File: src/rtl/ysyx_22040895_pc_gen.sv
// Fetch-PC generator: BOOT/RUN/HALT FSM driving the next fetch address with trap > branch > sequential priority.
// Latency: one cycle from any request (redirect, fire, halt, wakeup) to the updated pc_o / status outputs.
// Backpressure: while fetch_ready_i is low, pc_o and pc_valid_o hold; only a redirect or halt changes them.
module ysyx_22040895_pc_gen #(
  parameter int          XLEN        = 64,
  parameter logic [63:0] RESET_VEC   = 64'h0000_0000_8000_0000,
  parameter int          INST_BYTES  = 4,
  parameter bit          ALIGN_CHECK = 1'b1,
  parameter int          CNT_W       = 32
) (
  input  logic             clk,
  input  logic             rst,
  input  logic             fetch_ready_i,
  input  logic             br_valid_i,
  input  logic [XLEN-1:0]  br_target_i,
  input  logic             trap_valid_i,
  input  logic [XLEN-1:0]  trap_vec_i,
  input  logic             halt_i,
  output logic [XLEN-1:0]  pc_o,
  output logic             pc_valid_o,
  output logic             misalign_o,
  output logic             halted_o,
  output logic [CNT_W-1:0] redir_cnt_o
);

  localparam logic [XLEN-1:0]  RST_PC   = RESET_VEC[XLEN-1:0];
  localparam logic [XLEN-1:0]  STEP     = XLEN'(INST_BYTES);
  localparam logic [XLEN-1:0]  LOW_MASK = XLEN'(INST_BYTES - 1);
  localparam logic [CNT_W-1:0] CNT_MAX  = '1;

  typedef enum logic [1:0] {
    BOOT = 2'd0,
    RUN  = 2'd1,
    HALT = 2'd2
  } state_e;

  state_e            state_q;
  state_e            state_d;
  logic [XLEN-1:0]   pc_q;
  logic [XLEN-1:0]   pc_d;
  logic              mis_q;
  logic [CNT_W-1:0]  cnt_q;
  logic              load;
  logic              step;
  logic              fire;
  logic [XLEN-1:0]   tgt_raw;
  logic [XLEN-1:0]   tgt_ld;
  logic [XLEN-1:0]   low_bits;
  logic              tgt_mis;

  assign fire = pc_valid_o & fetch_ready_i;

  // Next-state and redirect selection; trap always outranks branch, and HALT only listens to trap.
  always_comb begin
    state_d = state_q;
    load    = 1'b0;
    step    = 1'b0;
    tgt_raw = trap_vec_i;
    case (state_q)
      BOOT: begin
        state_d = RUN;
        if (trap_valid_i) begin
          load = 1'b1;
        end else if (br_valid_i) begin
          load    = 1'b1;
          tgt_raw = br_target_i;
        end
      end
      RUN: begin
        if (trap_valid_i) begin
          // a trap overrides a simultaneous halt: keep running at the vector
          load = 1'b1;
        end else begin
          if (br_valid_i) begin
            load    = 1'b1;
            tgt_raw = br_target_i;
          end else if (fire) begin
            step = 1'b1;
          end
          if (halt_i) begin
            state_d = HALT;
          end
        end
      end
      HALT: begin
        if (trap_valid_i) begin
          load    = 1'b1;
          state_d = RUN;
        end
      end
      default: begin
        state_d = BOOT;
      end
    endcase
  end

  // Target alignment: clear sub-instruction bits and flag when any were set.
  assign low_bits = tgt_raw & LOW_MASK;
  assign tgt_ld   = ALIGN_CHECK ? (tgt_raw & ~LOW_MASK) : tgt_raw;
  assign tgt_mis  = ALIGN_CHECK && load && (low_bits != '0);

  // Next PC: redirect, else sequential step on an accepted fetch, else hold.
  always_comb begin
    pc_d = pc_q;
    if (load) begin
      pc_d = tgt_ld;
    end else if (step) begin
      pc_d = pc_q + STEP;
    end
  end

  // State, PC, misalign pulse and saturating redirect counter registers.
  always_ff @(posedge clk) begin
    if (rst) begin
      state_q <= BOOT;
      pc_q    <= RST_PC;
      mis_q   <= 1'b0;
      cnt_q   <= '0;
    end else begin
      state_q <= state_d;
      pc_q    <= pc_d;
      mis_q   <= tgt_mis;
      if (load && (cnt_q != CNT_MAX)) begin
        cnt_q <= cnt_q + CNT_W'(1);
      end
    end
  end

  assign pc_o        = pc_q;
  assign pc_valid_o  = (state_q == RUN);
  assign halted_o    = (state_q == HALT);
  assign misalign_o  = mis_q;
  assign redir_cnt_o = cnt_q;

endmodule
File: config.mk
export PLATFORM = sky130hd
export DESIGN_NAME = ysyx_22040895_pc_gen
export DESIGN_NICKNAME = d
export VERILOG_FILES = /design/src/rtl/ysyx_22040895_pc_gen.sv
export SDC_FILE = /design/constraint.sdc
export NUM_CORES = 1
export LEC_CHECK = 0
export ABC_AREA = 1
export BUFFER_PORTS_ARGS = -buffer_cell sky130_fd_sc_hd__buf_2
export CORE_MARGIN = 3
export CORE_UTILIZATION = 48
export DETAILED_ROUTE_END_ITERATION = 6
export PLACE_DENSITY = 0.87
export SLEW_MARGIN = 0
export SYNTH_ARGS = -nofsm -noshare
export SYNTH_HDL_FRONTEND = slang
export SYNTH_SLANG_ARGS = --single-unit
export TNS_END_PERCENT = 20
File: constraint.sdc
create_clock -name clk -period 1.56 [get_ports clk]
set_input_delay 0.156 -clock clk [delete_from_list [all_inputs] [get_ports clk]]
set_output_delay 0.156 -clock clk [all_outputs]
set_load 0.02 [all_outputs]
==> results.json, run 1 <==
{
  "crit_fanout": 4,
  "start_kind": "register",
  "clock_latency_ns": 0.36,
  "async_flop_share_pct": 0,
  "synthSimpleGateAreaFrac_pct": 42.3,
  "synth_cells": 1336,
  "wl_per_cell_um": 17.1,
  "peakVddDrop_mv": 0.551,
  "slew_viol_final": 0,
  "drv_cap": 0,
  "worstRegToRegCells": 9,
  "synth-edff-count": 0,
  "hpwl_mm": 23.5,
  "grt.total_usage_pct": 34.9,
  "cp-end-kind": "register",
  "grt_pass1_vias": 9545,
  "cts_sinks": 97,
  "min_path_cells": 3,
  "avgSynthCellArea_sq_um": 5.60,
  "powerDensity_mw_per_mm2": 675,
  "grt_pass1_wl_mm": 47.3,
  "port_buffers": 230,
  "num_io_pins": 233,
  "finalSetupViolations": 48,
  "place_ws_ns": -0.172,
  "met2_length_mm": 15.9,
  "initial_core_util_pct": 49.2,
  "vias": 10910,
  "area_growth_pct": 52.5,
  "drt_wl_total_mm": 33.0,
  "yosysWarnings": 0,
  "leakagePower_nw": 5.28,
  "report.final.hold_viol_count": 0,
  "rsz0062_at_grt": "true",
  "yosys.cell_types.count": 40,
  "critical_path_class": "register to register",
  "min_path_type": "input port to register",
  "max_freq_mhz": 590,
  "arrival_ns": 1.98,
  "clk_path_buf_depth": 2,
  "holdPathEnd": "misalign_o$_SDFF_PP0_",
  "rows": 45,
  "overflow": 0,
  "dieArea_sq_mm": 0.0171,
  "drt-pass1-iter-count": 6,
  "r2r_end": "pc_o[41]$_SDFFE_PP0P_",
  "timing.rr.start": "pc_o[5]$_SDFFE_PP0P_",
  "ant_nets": 0,
  "r2r_slack_ns": -0.14,
  "cts_tree": "built",
  "synth_seq_area_share_pct": 26.0,
  "drc_errors": 0,
  "cts_buffers": 9,
  "synth_top_family_by_area": "simple AND/OR/NAND/NOR gates",
  "worst_slack_ns": -0.135,
  "required_ns": 1.85,
  "synth-xor-area-share_pct": 1.99,
  "final.period_utilization_pct": 109,
  "drive_above_1_share_pct": 38.8,
  "htree_num_levels": 3,
  "design.final.nets": 1875,
  "whs_ns": 0.105,
  "power_mw": 7.70,
  "finalClockSkew_ns": 0.00668,
  "synth_seq_cells": 97,
  "status": "complete, but fails checks",
  "netlist_area_sq_mm": 0.00748,
  "die_y_um": 131,
  "routed_via_density": 5.65,
  "diodes": 0,
  "core_sq_mm": 0.0152,
  "root_buffer": "clkbuf_16",
  "synth_adder_area_share_pct": 0.335,
  "drt-met1-wl_mm": 12.4,
  "yosys-mux-area-fraction_pct": 0,
  "dr_wl_met3_mm": 2.96,
  "violations": "negative setup slack",
  "die_x_um": 131,
  "place.gp.congestion": 1.00,
  "drt_iter0_drc": 959,
  "grt_max_degree": 64,
  "antenna_found_initial": 0,
  "synth_compound_area_share_pct": 19.5,
  "finalCriticalPeriod_ns": 1.70,
  "clk_pin_slew_ns": 0.07,
  "hp-start": "trap_vec_i[1]",
  "yosys_most_used_dff": "dfxtp_1",
  "top_layer_used": "met4"
}
-- worst max-delay path, cell delays in order (launching register included) --
cell and delay, ns:
dfxtp_1 0.37, nand2_1 0.13, nor2_4 0.15, nand2_2 0.12, nor2_4 0.19, buf_4 0.17, nand2_2 0.08, o21bai_1 0.16
nand3_1 0.12, a21oi_1 0.13
-- placed cells by master (no fill, tap or decap), types with 37 or more instances in the layout --
cell	count
nand2_1	332
buf_4	194
dfxtp_1	37
buf_2	230
dfxtp_2	50
o21ai_0	131
inv_1	111
nor2_2	50
a21oi_1	66
nor2_1	187
nand3_1	85
-- logic make-up after synthesis --
family | Yosys count
and+or+nand+nor | 763
DFF | 97
AOI/OAI and AO/OA | 275
buffers and inverters | 181
xor gates and xnor gates | 17
other | 1
adders and majority gates | 2
-- power breakdown --
part	switching, mW	internal, mW
Combinational	1.26	0.923
Sequential	0.217	2.67
Clock	1.06	1.57
Total	2.54	5.16
-- layer usage --
metal,vias to the layer above,GRT usage (%)
met5,-,0
met4,0,14.2
met3,139,6.14
met2,657,60.3
met1,4988,42.9
li1,5126,-
-- final cells by class --
cell class                 count  area [sq um]
clock buffer                   9           225
clock inverter                 7           115
fill                        1175          3800
inverter                     126           475
multi-input combinational   1061          5330
sequential                    97          2040
tap                          188           235
timing repair buffer         444          2980
-- how the worst max path moves through the flow --
stage / depth (start not counted) / to / startpoint / slack [ns]
floorplan: 10 / pc_o[32]$_SDFFE_PP0P_ / pc_o[3]$_SDFFE_PP0P_ / -0.04
global placement: 11 / pc_o[48]$_SDFFE_PP0P_ / pc_o[2]$_SDFFE_PP0P_ / -0.18
detailed placement: 9 / pc_o[36]$_SDFFE_PP0P_ / pc_o[2]$_SDFFE_PP0P_ / -0.17
CTS: 11 / pc_o[38]$_SDFFE_PP0P_ / pc_o[3]$_SDFFE_PP0P_ / -0.06
global route: 10 / pc_o[41]$_SDFFE_PP0P_ / pc_o[5]$_SDFFE_PP0P_ / -0.22
finish: 9 / pc_o[41]$_SDFFE_PP0P_ / pc_o[5]$_SDFFE_PP0P_ / -0.14
-- synth_stat cells, types with 7 or more instances --
master | count | area share [%]
nand2_1 | 369 | 19
nor2_1 | 246 | 12
o21ai_0 | 152 | 10
inv_1 | 119 | 6.0
dfxtp_1 | 97 | 26
nand3_1 | 88 | 5.9
a21oi_1 | 74 | 5.0
clkbuf_1 | 34 | 1.7
a31oi_1 | 17 | 1.4
nor3_1 | 15 | 1.0
o21bai_1 | 14 | 1.4
xor2_1 | 13 | 1.5
nand4_1 | 12 | 1.0
buf_2 | 11 | 0.74
o21ai_1 | 9 | 0.60
nor2_2 | 7 | 0.59
-- registers in the layout, indices dropped and copies added (netlist names) --
name	flops
pc_o	62
redir_cnt_o	32
state_q	2
misalign_o	1
-- through the flow --
step / TNS [ns] / instance area (sq um) / cells / utilization, %
2_1_floorplan: -0.124 / 7550 / 1337 / -
3_3_place_gp: -3.47 / 10300 / 1897 / 67.6
3_5_place_dp: -5.25 / 10300 / 1897 / 67.6
4_1_cts: -0.288 / 10800 / 1916 / 71.3
5_1_grt: -9.28 / 11400 / 1932 / 75.0
6_report: -1.68 / 11400 / 1932 / 75.0
-- timing repair --
item / 4_1_cts / 5_1_grt
resized for setup: 77 / 142
endpoints found under the setup margin: 76 / 87
pin swaps: 19 / 25
gates cloned: 0 / 4
hold buffers: 1 / 0
endpoints found under the hold margin: 1 / 0
buffers inserted: 2 / 12
Power figures use the tool's default switching activity.
==> run 2: changes to the inputs <==
--- a/config.mk
+++ b/config.mk
@@ -8,9 +8,10 @@
 export ABC_AREA = 1
 export BUFFER_PORTS_ARGS = -buffer_cell sky130_fd_sc_hd__buf_2
 export CORE_MARGIN = 3
-export CORE_UTILIZATION = 48
+export CORE_UTILIZATION = 40
+export CTS_BUF_LIST = sky130_fd_sc_hd__clkbuf_2
 export DETAILED_ROUTE_END_ITERATION = 6
-export PLACE_DENSITY = 0.87
+export PLACE_DENSITY = 0.75
 export SLEW_MARGIN = 0
 export SYNTH_ARGS = -nofsm -noshare
 export SYNTH_HDL_FRONTEND = slang
==> run 2 against run 1 <==
  * The run still ends with negative setup slack left
  * Highest routed layer unchanged
  * Routed wire length rose by 32%
  * Critical endpoint is now pc_o[37]$_SDFFE_PP0P_
  * Largest cell class unchanged
  * Critical path depth rose by 2
  * Via count rose by 14%
==> results.json, run 2 (synthesis results as in run 1) <==
{
  "drt_wl_total_mm": 43.6,
  "report.final.hold_viol_count": 0,
  "final.period_utilization_pct": 117,
  "finalCriticalPeriod_ns": 1.83,
  "die_x_um": 143,
  "num_io_pins": 233,
  "power_mw": 7.41,
  "design.final.nets": 2043,
  "slowest_stage": "dfxtp_4",
  "worst_pin_slew_ns": 0.586,
  "clk_pin_slew_ns": 0.34,
  "critical_path_class": "register to register",
  "design_area_sq_mm": 0.0141,
  "area_growth_pct": 87.9,
  "final_common_cell": "nand2_1",
  "powerDensity_mw_per_mm2": 527,
  "dieArea_sq_mm": 0.0204,
  "status": "complete, but fails checks",
  "violations": "negative setup slack",
  "place_ws_ns": -0.234,
  "htree_num_levels": 3,
  "cp_cell_sequence": "nand2_4, nor2_4, buf_6, nand2_4, nor2_4, nand2_4, inv_2, nand3_1, nand2_1, nand2_1, a21oi_2",
  "rows": 49,
  "cts_sinks": 97,
  "root_buffer": "clkbuf_2",
  "cts_buffers": 9,
  "core_sq_mm": 0.0181,
  "clk_path_buf_depth": 2,
  "cpMostUsedCell": "nand2_4",
  "multi_input_area_sq_mm": 0.00568,
  "required_ns": 2.15,
  "slew_viol_final": 0,
  "hpwl_mm": 24.1,
  "final_cell_mix": "nand2_1, buf_4, nor2_1",
  "slew_headroom_pct": 61.0,
  "drt-pass1-iter-count": 6,
  "max_freq_mhz": 548,
  "port_buffers": 230,
  "grt_max_degree": 66,
  "cpPeakStageDelay_ns": 0.45,
  "routed_via_density": 5.80,
  "grt_pass1_wl_mm": 56.3,
  "overflow": 0,
  "drive_above_1_share_pct": 42.8,
  "start_kind": "register",
  "drt_iter0_drc": 1408,
  "wl_per_cell_um": 20.3,
  "arrival_ns": 2.42,
  "die_y_um": 143,
  "cp-end-kind": "register",
  "grt.total_usage_pct": 34.7,
  "finalSetupViolations": 98,
  "dp_cells": 1950,
  "finalClockSkew_ns": 0.0451,
  "initial_core_util_pct": 41.2,
  "grt_pass1_vias": 11092,
  "worst_slack_ns": -0.266,
  "drv_cap": 0,
  "crit_fanout": 5,
  "register_area_sq_mm": 0.00212,
  "vias": 12429,
  "rsz0062_at_grt": "true",
  "placed_area_sq_mm": 0.0105,
  "place.gp.congestion": 1.02,
  "peakVddDrop_mv": 0.384,
  "fill_cells": 1148,
  "min_path_type": "input port to register",
  "largest_reg_flops": 62,
  "layoutNonFillerInstCount": 2144,
  "cts_tree": "built",
  "antenna_found_initial": 2,
  "ant_nets": 0,
  "drc_errors": 0,
  "leakagePower_nw": 6.34,
  "clock_latency_ns": 0.69
}
[run 2: changes by cell type in the layout (fill, tap and decap cells not counted), moves of 15 or more]
cell / before / now
a21oi_1: 66 / 39
a21oi_2: 9 / 36
buf_2: 230 / 170
buf_6: 2 / 86
dfxtp_1: 37 / 4
dfxtp_2: 50 / 67
dfxtp_4: 10 / 26
dlygate4sd3_1: 1 / 129
nand2_1: 332 / 317
o21ai_0: 131 / 104
o21ai_1: 26 / 44
[run 2: final cells by class]
cell class | count | area share (%)
Sequential cell | 97 | 15.1
Inverter | 126 | 3.57
Timing Repair Buffer | 614 | 38.1
Clock inverter | 7 | 0.383
Tap cell | 229 | 2.04
Clock buffer | 9 | 0.320
Antenna cell | 3 | 0.0534
Multi-Input combinational cell | 1059 | 40.4
[run 2: routing by layer]
layer	track usage [%]	share of wire, %
met5	0	0
met1	42.2	34
met3	6.83	12
met2	57.0	46
met4	19.8	8.4
[run 2: critical path: cells and delay by family (launching register included)]
kind	cells	cell delay [ns]
compound gates	1	0.16
buf+inv	2	0.20
flops	1	0.45
simple gates	8	0.91
[run 2: metrics by stage]
step / TNS [ns] / utilization, % / hold WS (ns)
2_1_floorplan: -0.124 / - / 0.285
3_3_place_gp: -4.83 / 57.7 / 0.402
3_5_place_dp: -7.66 / 57.7 / 0.415
4_1_cts: -1.22 / 69.1 / 0.00628
5_1_grt: -17.33 / 77.4 / 0.0284
6_report: -9.18 / 77.5 / 0.0304
[run 2: final timing paths]
kind                                     from                          end  slack, ns  cells past startpoint
setup / recovery         pc_o[3]$_SDFFE_PP0P_        pc_o[37]$_SDFFE_PP0P_      -0.27                     11
hold / removal                br_target_i[46]        pc_o[46]$_SDFFE_PP0P_       0.03                      5
setup reg to reg         pc_o[3]$_SDFFE_PP0P_        pc_o[37]$_SDFFE_PP0P_      -0.27                     11
hold reg to reg   redir_cnt_o[8]$_SDFFE_PP0P_  redir_cnt_o[8]$_SDFFE_PP0P_       0.52                      2
[run 2: power breakdown]
part / switching, mW / total (mW) / internal (mW)
registers: 0.229 / 2.91 / 2.68
clock network: 1.08 / 1.31 / 0.235
logic: 1.67 / 3.19 / 1.52
[run 2: timing repair]
action / in CTS / in global routing
resized for setup: 193 / 353
endpoints found under the hold margin: 72 / 2
buffers inserted: 8 / 23
hold buffers: 126 / 3
gates cloned: 5 / 12
pin swaps: 37 / 68
endpoints found under the setup margin: 134 / 164
